[config.mk]
export PLATFORM = sky130hd
export DESIGN_NAME = rr_select_arbiter
export DESIGN_NICKNAME = d
export VERILOG_FILES = /design/src/rtl/rr_select_arbiter.sv
export SDC_FILE = /design/constraint.sdc
export NUM_CORES = 1
export LEC_CHECK = 0
export CAP_MARGIN = 20
export CORE_ASPECT_RATIO = 1.25
export CORE_UTILIZATION = 55
export DETAILED_ROUTE_END_ITERATION = 8
export HOLD_SLACK_MARGIN = 0.02
export PLACE_DENSITY_LB_ADDON = 0.2
export SYNTH_ARGS = -nofsm -noshare
export SYNTH_HDL_FRONTEND = slang
export SYNTH_SLANG_ARGS = --single-unit
[constraint.sdc]
create_clock -name clk -period 4.2 [get_ports clk]
set_input_delay 0.42 -clock clk [delete_from_list [all_inputs] [get_ports clk]]
set_output_delay 0.42 -clock clk [all_outputs]
set_load 0.01 [all_outputs]
[src/rtl/rr_select_arbiter.sv]
// rr_select_arbiter
//   Round-robin arbiter that drives the select of the 8:1 mux tree. It grants
//   one requesting channel at a time and holds sel stable until the consumer
//   acknowledges. On acknowledge it moves fairness priority to the channel
//   after the one just served. The consumer samples the mux output while
//   grant_valid=1.
//
// Parameters
//   N        number of request channels (power of two, 2..8)
//   SEL_W    select width, log2(N)
//   TIMEOUT  watchdog limit in GRANT cycles (RR_ARB_TIMEOUT_EN only)
//
// Ports
//   clk           rising-edge clock
//   rst_n         asynchronous active-low reset
//   req[N]        per-channel level-sensitive request
//   grant_ack     consumer is done with the current grant
//   sel[SEL_W]    registered channel index -> mux select
//   grant_valid   sel holds a live grant
//   grant_onehot  one-hot of sel while grant_valid=1, else 0
//   timeout       1-cycle pulse on watchdog release
//
// Build option
//   RR_ARB_TIMEOUT_EN  when defined, a watchdog releases a grant after TIMEOUT
//                      GRANT cycles without an ack. When undefined, grants are
//                      held indefinitely and timeout is tied to 0.

module rr_select_arbiter #(
  parameter int N       = 8,
  parameter int SEL_W   = 3,
  parameter int TIMEOUT = 16
) (
  input  logic             clk,
  input  logic             rst_n,
  input  logic [N-1:0]     req,
  input  logic             grant_ack,
  output logic [SEL_W-1:0] sel,
  output logic             grant_valid,
  output logic [N-1:0]     grant_onehot,
  output logic             timeout
);

  typedef enum logic {IDLE, GRANT} state_t;

  state_t           state, state_n;
  logic [SEL_W-1:0] ptr, ptr_n;
  logic [SEL_W-1:0] sel_n;
  logic             gv_n;
  logic [N-1:0]     oh_n;
  logic [SEL_W-1:0] winner;
  logic [SEL_W-1:0] idx;
  logic             found;

`ifdef RR_ARB_TIMEOUT_EN
  localparam int CNT_W = $clog2(TIMEOUT) + 1;
  logic [CNT_W-1:0] cnt, cnt_n;
  logic             to_n;
`endif

  // Rotating priority scan starting at ptr. N is a power of two, so the
  // SEL_W-bit add wraps modulo N on its own.
  always_comb begin
    winner = '0;
    idx    = '0;
    found  = 1'b0;
    for (int unsigned i = 0; i < N; i++) begin
      idx = ptr + SEL_W'(i);
      if (!found && req[idx]) begin
        winner = idx;
        found  = 1'b1;
      end
    end
  end

  always_comb begin
    state_n = state;
    ptr_n   = ptr;
    sel_n   = sel;
    gv_n    = grant_valid;
    oh_n    = grant_onehot;
`ifdef RR_ARB_TIMEOUT_EN
    cnt_n   = cnt;
    to_n    = 1'b0;
`endif
    case (state)
      IDLE: begin
        if (found) begin
          state_n      = GRANT;
          sel_n        = winner;
          gv_n         = 1'b1;
          oh_n         = '0;
          oh_n[winner] = 1'b1;
`ifdef RR_ARB_TIMEOUT_EN
          cnt_n        = '0;
`endif
        end
      end
      GRANT: begin
        // Ack wins over a simultaneous withdraw or watchdog expiry.
        if (grant_ack) begin
          state_n = IDLE;
          gv_n    = 1'b0;
          oh_n    = '0;
          ptr_n   = sel + 1'b1;
        end else if (!req[sel]) begin
          state_n = IDLE;
          gv_n    = 1'b0;
          oh_n    = '0;
        end
`ifdef RR_ARB_TIMEOUT_EN
        else if (cnt == CNT_W'(TIMEOUT - 1)) begin
          state_n = IDLE;
          gv_n    = 1'b0;
          oh_n    = '0;
          ptr_n   = sel + 1'b1;
          to_n    = 1'b1;
        end else begin
          cnt_n = cnt + 1'b1;
        end
`endif
      end
      default: begin
        state_n = IDLE;
        gv_n    = 1'b0;
        oh_n    = '0;
      end
    endcase
  end

  always_ff @(posedge clk or negedge rst_n) begin
    if (!rst_n) begin
      state        <= IDLE;
      ptr          <= '0;
      sel          <= '0;
      grant_valid  <= 1'b0;
      grant_onehot <= '0;
    end else begin
      state        <= state_n;
      ptr          <= ptr_n;
      sel          <= sel_n;
      grant_valid  <= gv_n;
      grant_onehot <= oh_n;
    end
  end

`ifdef RR_ARB_TIMEOUT_EN
  always_ff @(posedge clk or negedge rst_n) begin
    if (!rst_n) begin
      cnt     <= '0;
      timeout <= 1'b0;
    end else begin
      cnt     <= cnt_n;
      timeout <= to_n;
    end
  end
`else
  assign timeout = 1'b0;
`endif

endmodule

==> metrics.txt <==
# TYPE chip_impl_metric gauge
chip_impl_metric{name="worst_pin_slew",unit="ns"} 0.695
chip_impl_info{name="critical_path.reg2reg.startpoint",value="ptr[1]"} 1
chip_impl_metric{name="share_of_final_layout_standard_cells_stronger_than_drive_strength_1",unit=""} 0.179
chip_impl_metric{name="rrSetupSlack",unit="ns"} 0.81
chip_impl_metric{name="place_ws",unit="ns"} 0.855
chip_impl_metric{name="postSynth.asyncResetShare",unit=""} 1.00
chip_impl_metric{name="detailed_place.area",unit="um^2"} 1870
chip_impl_info{name="hold_removal_path_class",value="reg2reg"} 1
chip_impl_metric{name="grt_use_total",unit=""} 0.291
chip_impl_metric{name="syn-instance-count",unit=""} 170
chip_impl_metric{name="row_count",unit=""} 21
chip_impl_metric{name="final_area",unit="um^2"} 1900
chip_impl_metric{name="cts.hold.buffers_added",unit=""} 0
chip_impl_metric{name="post-route-worst-setup-slack",unit="ns"} 0.807
chip_impl_metric{name="p_clk_frac",unit=""} 0.043
chip_impl_metric{name="placed_cells",unit=""} 221
chip_impl_metric{name="synth.yosys.warnings",unit=""} 0
chip_impl_metric{name="synth_cell_types",unit=""} 45
chip_impl_metric{name="synth.net_count",unit=""} 184
chip_impl_metric{name="vias_in_the_first_global_route",unit=""} 1527
chip_impl_metric{name="finalCriticalPeriod",unit="ns"} 3.39
chip_impl_metric{name="comb_power_share",unit=""} 0.792
chip_impl_metric{name="route.detailed.drc",unit=""} 0
chip_impl_metric{name="synth_area",unit="um^2"} 1640
chip_impl_metric{name="net-switching-power",unit="mW"} 0.921
chip_impl_metric{name="final_hold_viol_count",unit=""} 0
chip_impl_metric{name="tns",unit="ns"} 0
chip_impl_metric{name="gp_routability_congestion",unit=""} 0.980
chip_impl_metric{name="dr.pass1.iters",unit=""} 4
chip_impl_info{name="critical_path.cell_chain",value="inv_2, ha_1, mux4_2, a21oi_1, a32oi_1, o41ai_1, a2bb2oi_1, o21a_1, mux2_2"} 1
chip_impl_metric{name="post-cts-setup-buffers",unit=""} 0
chip_impl_metric{name="timing.critical_path.arrival",unit="ns"} 3.56
chip_impl_info{name="min_delay_worst_endpoint",value="grant_onehot[7]"} 1
chip_impl_metric{name="coreArea",unit="um^2"} 2760
chip_impl_metric{name="fin_crit_sh",unit=""} 0.808
chip_impl_info{name="leading_cell_type_in_the_layout_fill_and_taps_excluded",value="nand2_1"} 1
chip_impl_metric{name="clock_insertion_delay_worst_skew",unit="ns"} 0.28
chip_impl_metric{name="floorplan.initialDensity",unit=""} 0.596
chip_impl_info{name="worst_setup_path_start_kind",value="register"} 1
chip_impl_info{name="rr_endpoint",value="sel[2]"} 1
chip_impl_metric{name="detailedPlacementHpwl",unit="um"} 3240
chip_impl_metric{name="slew_headroom",unit=""} 0.535
chip_impl_metric{name="maxCapViolations",unit=""} 0
chip_impl_metric{name="yosysSeqAreaShare",unit=""} 0.244
chip_impl_metric{name="routed_vias_inst",unit=""} 6.75
chip_impl_metric{name="cts-buffers-inserted",unit=""} 3
chip_impl_metric{name="final_cell_count_no_fill",unit=""} 224
chip_impl_metric{name="intPower",unit="mW"} 0.873
chip_impl_metric{name="share_seq_of_total_power",unit=""} 0.165
chip_impl_metric{name="dieWidth",unit="um"} 50.9
chip_impl_metric{name="power.density_cell_area",unit="nW/um^2"} 946
chip_impl_info{name="cts_tree",value="done"} 1
chip_impl_metric{name="maximum_number_of_pins_on_one_net_before_global_route_repair",unit=""} 22
chip_impl_metric{name="grt_antenna_before_repair",unit=""} 0
chip_impl_info{name="critical_path.slowest_cell",value="mux4_2"} 1
chip_impl_metric{name="cts_sinks",unit=""} 16
chip_impl_metric{name="drv_slew",unit=""} 0
chip_impl_info{name="critPathKind",value="reg2reg"} 1
chip_impl_metric{name="route.antenna.remaining_nets",unit=""} 0
chip_impl_metric{name="grt_pass1_wl",unit="um"} 7140
chip_impl_metric{name="worst-path-max-fanout",unit=""} 9
chip_impl_metric{name="worst-endpoint-required",unit="ns"} 4.37
chip_impl_metric{name="aggregate_routed_wire_length",unit="um"} 4170
chip_impl_metric{name="fillers",unit=""} 224
chip_impl_metric{name="dieHeight",unit="um"} 63.1
chip_impl_metric{name="maxClockFrequency",unit="MHz"} 295
chip_impl_metric{name="net_count_reported_at_finish",unit=""} 206
chip_impl_metric{name="design.die.area",unit="um^2"} 3210
chip_impl_metric{name="antenna_cells_inserted",unit=""} 0
chip_impl_metric{name="leakage",unit="nW"} 0.735
chip_impl_metric{name="mean_area_per_synthesized_cell",unit="um^2"} 9.67
chip_impl_info{name="grt_setup_unrepaired",value="no"} 1
chip_impl_info{name="worst_path_dominant_cell_family",value="compound AO/OA/AOI/OAI gates"} 1
chip_impl_info{name="most_used_flip_flop_cell_after_synthesis",value="dfrtp_1"} 1
chip_impl_metric{name="number_of_buffers_inserted_by_port_buffering",unit=""} 22
chip_impl_metric{name="clk_pin_slew",unit="ns"} 0.09
chip_impl_metric{name="vias",unit=""} 1512
chip_impl_metric{name="ir_drop",unit="V"} 0.000595
chip_impl_metric{name="endpoints_failing_setup",unit=""} 0
chip_impl_metric{name="max_clock_buf_depth",unit=""} 2
chip_impl_info{name="endpoint_kind",value="register"} 1
chip_impl_metric{name="htree_levels",unit=""} 1
chip_impl_metric{name="synth_seq_cells",unit=""} 16
chip_impl_info{name="commonest_cells_after_routing_fill_and_taps_aside",value="nand2_1 (27), clkdlybuf4s50_1 (22), dfrtp_1 (16)"} 1
chip_impl_info{name="min_from",value="grant_onehot[7]"} 1
chip_impl_metric{name="path_buf_inv",unit=""} 1
chip_impl_info{name="clock-root-buffer",value="clkbuf_4"} 1
chip_impl_metric{name="post_cts_resized",unit=""} 0
chip_impl_metric{name="final.setup_skew",unit="ns"} 0.00285
chip_impl_metric{name="critical_path.max_stage_delay",unit="ns"} 0.62
chip_impl_metric{name="global_route.overflow_total",unit=""} 0
chip_impl_metric{name="drtIter0Drc",unit=""} 62
chip_impl_metric{name="area_growth_syn_to_layout",unit="%"} 15.3
chip_impl_info{name="outcome",value="completed"} 1
chip_impl_metric{name="synth-edff-count",unit=""} 0
chip_impl_metric{name="worst_r2r_path_depth",unit=""} 9
chip_impl_metric{name="switching_share_of_power",unit=""} 0.513
chip_impl_metric{name="top_level_ports",unit=""} 24
chip_impl_metric{name="holdPathStages",unit=""} 2
chip_impl_metric{name="detail_route.wl_per_cell",unit="um"} 18.6
-- kinds of logic after synthesis --
| kind of cell | synth area share |
|---|---|
| AND/OR/NAND/NOR | 0.156 |
| AO/OA/AOI/OAI | 0.212 |
| multiplexers | 0.298 |
| flip-flops | 0.244 |
| buffers and inverters | 0.0457 |
| adder cells (fa/ha/maj) | 0.0228 |
| XOR/XNOR | 0.0206 |
| other | 0.00228 |
-- worst max-delay path by stage --
stage,startpoint,end,slack (ns),cells after the start
detailed placement,ptr[1],sel[2],0.86,9
finish,ptr[1],sel[2],0.81,9
global route,ptr[1],grant_onehot[4],0.59,9
global placement,ptr[1],grant_onehot[1],0.89,9
CTS,ptr[1],grant_onehot[4],0.83,9
floorplan,ptr[0],grant_onehot[3],0.84,12
-- layout make-up --
type                            count  area (um^2)  area share
Multi-Input combinational cell    140         1170       0.617
Tap cell                           34         42.5      0.0224
Timing Repair Buffer               24          235       0.124
Clock buffer                        3         22.5      0.0119
Sequential cell                    16          400       0.211
Inverter                            7         26.3      0.0139
-- cell usage after synthesis, types with 2 or more instances --
library cell,n,share of area
nand2_1,27,0.062
dfrtp_1,16,0.24
mux4_2,13,0.18
a21oi_1,11,0.033
o31ai_1,11,0.050
mux2_2,10,0.068
nor2_1,9,0.021
mux2i_1,7,0.043
inv_1,6,0.014
o21ai_0,4,0.012
a32oi_1,3,0.016
buf_2,3,0.0091
ha_1,3,0.023
nand3_1,3,0.0091
nand4_1,3,0.011
nor3_1,3,0.0091
o21a_1,3,0.014
a21o_1,2,0.0091
a32o_1,2,0.012
buf_6,2,0.014
nand2b_1,2,0.0076
nand3b_1,2,0.0091
o221ai_1,2,0.011
xor2_1,2,0.011
-- metal layers --
layer	wire length, um	global-route usage	vias up	share of wire
met2	2150	0.507	62	0.52
li1	-	-	706	-
met5	0	0	-	0
met1	1720	0.360	736	0.41
met4	82	0.132	0	0.020
met3	222	0.0169	8	0.053
-- metrics by stage --
stage | hold slack (ns) | util | power [mW]
2_1_floorplan | 0.124 | - | 1.38
3_3_place_gp | 0.465 | 0.679 | 1.68
3_5_place_dp | 0.470 | 0.679 | 1.70
4_1_cts | 0.497 | 0.687 | 1.78
5_1_grt | 0.521 | 0.687 | 1.93
6_report | 0.493 | 0.687 | 1.79
-- flip-flops by register name (all words and copies together), names as in the netlist --
register      count
grant_onehot      8
grant_valid       1
ptr               3
sel               3
state             1
-- worst register-to-register path, cell delays in order, from the launching register on --
cell and delay, ns:
dfrtp_1 0.38, inv_2 0.11, ha_1 0.55, mux4_2 0.63
a21oi_1 0.30, a32oi_1 0.24, o41ai_1 0.41, a2bb2oi_1 0.15
o21a_1 0.25, mux2_2 0.28
-- power by group through the flow --
| stage | clock, mW | sequential, mW | combinational, mW |
|---|---|---|---|
| after floorplan | 0 | 0.288 | 1.09 |
| after global placement | 0 | 0.293 | 1.39 |
| after detailed placement | 0 | 0.298 | 1.40 |
| after CTS | 0.0807 | 0.295 | 1.40 |
| after global routing | 0.0850 | 0.306 | 1.54 |
| final | 0.0774 | 0.296 | 1.42 |
Note: power is estimated with default switching activity, not from simulation.
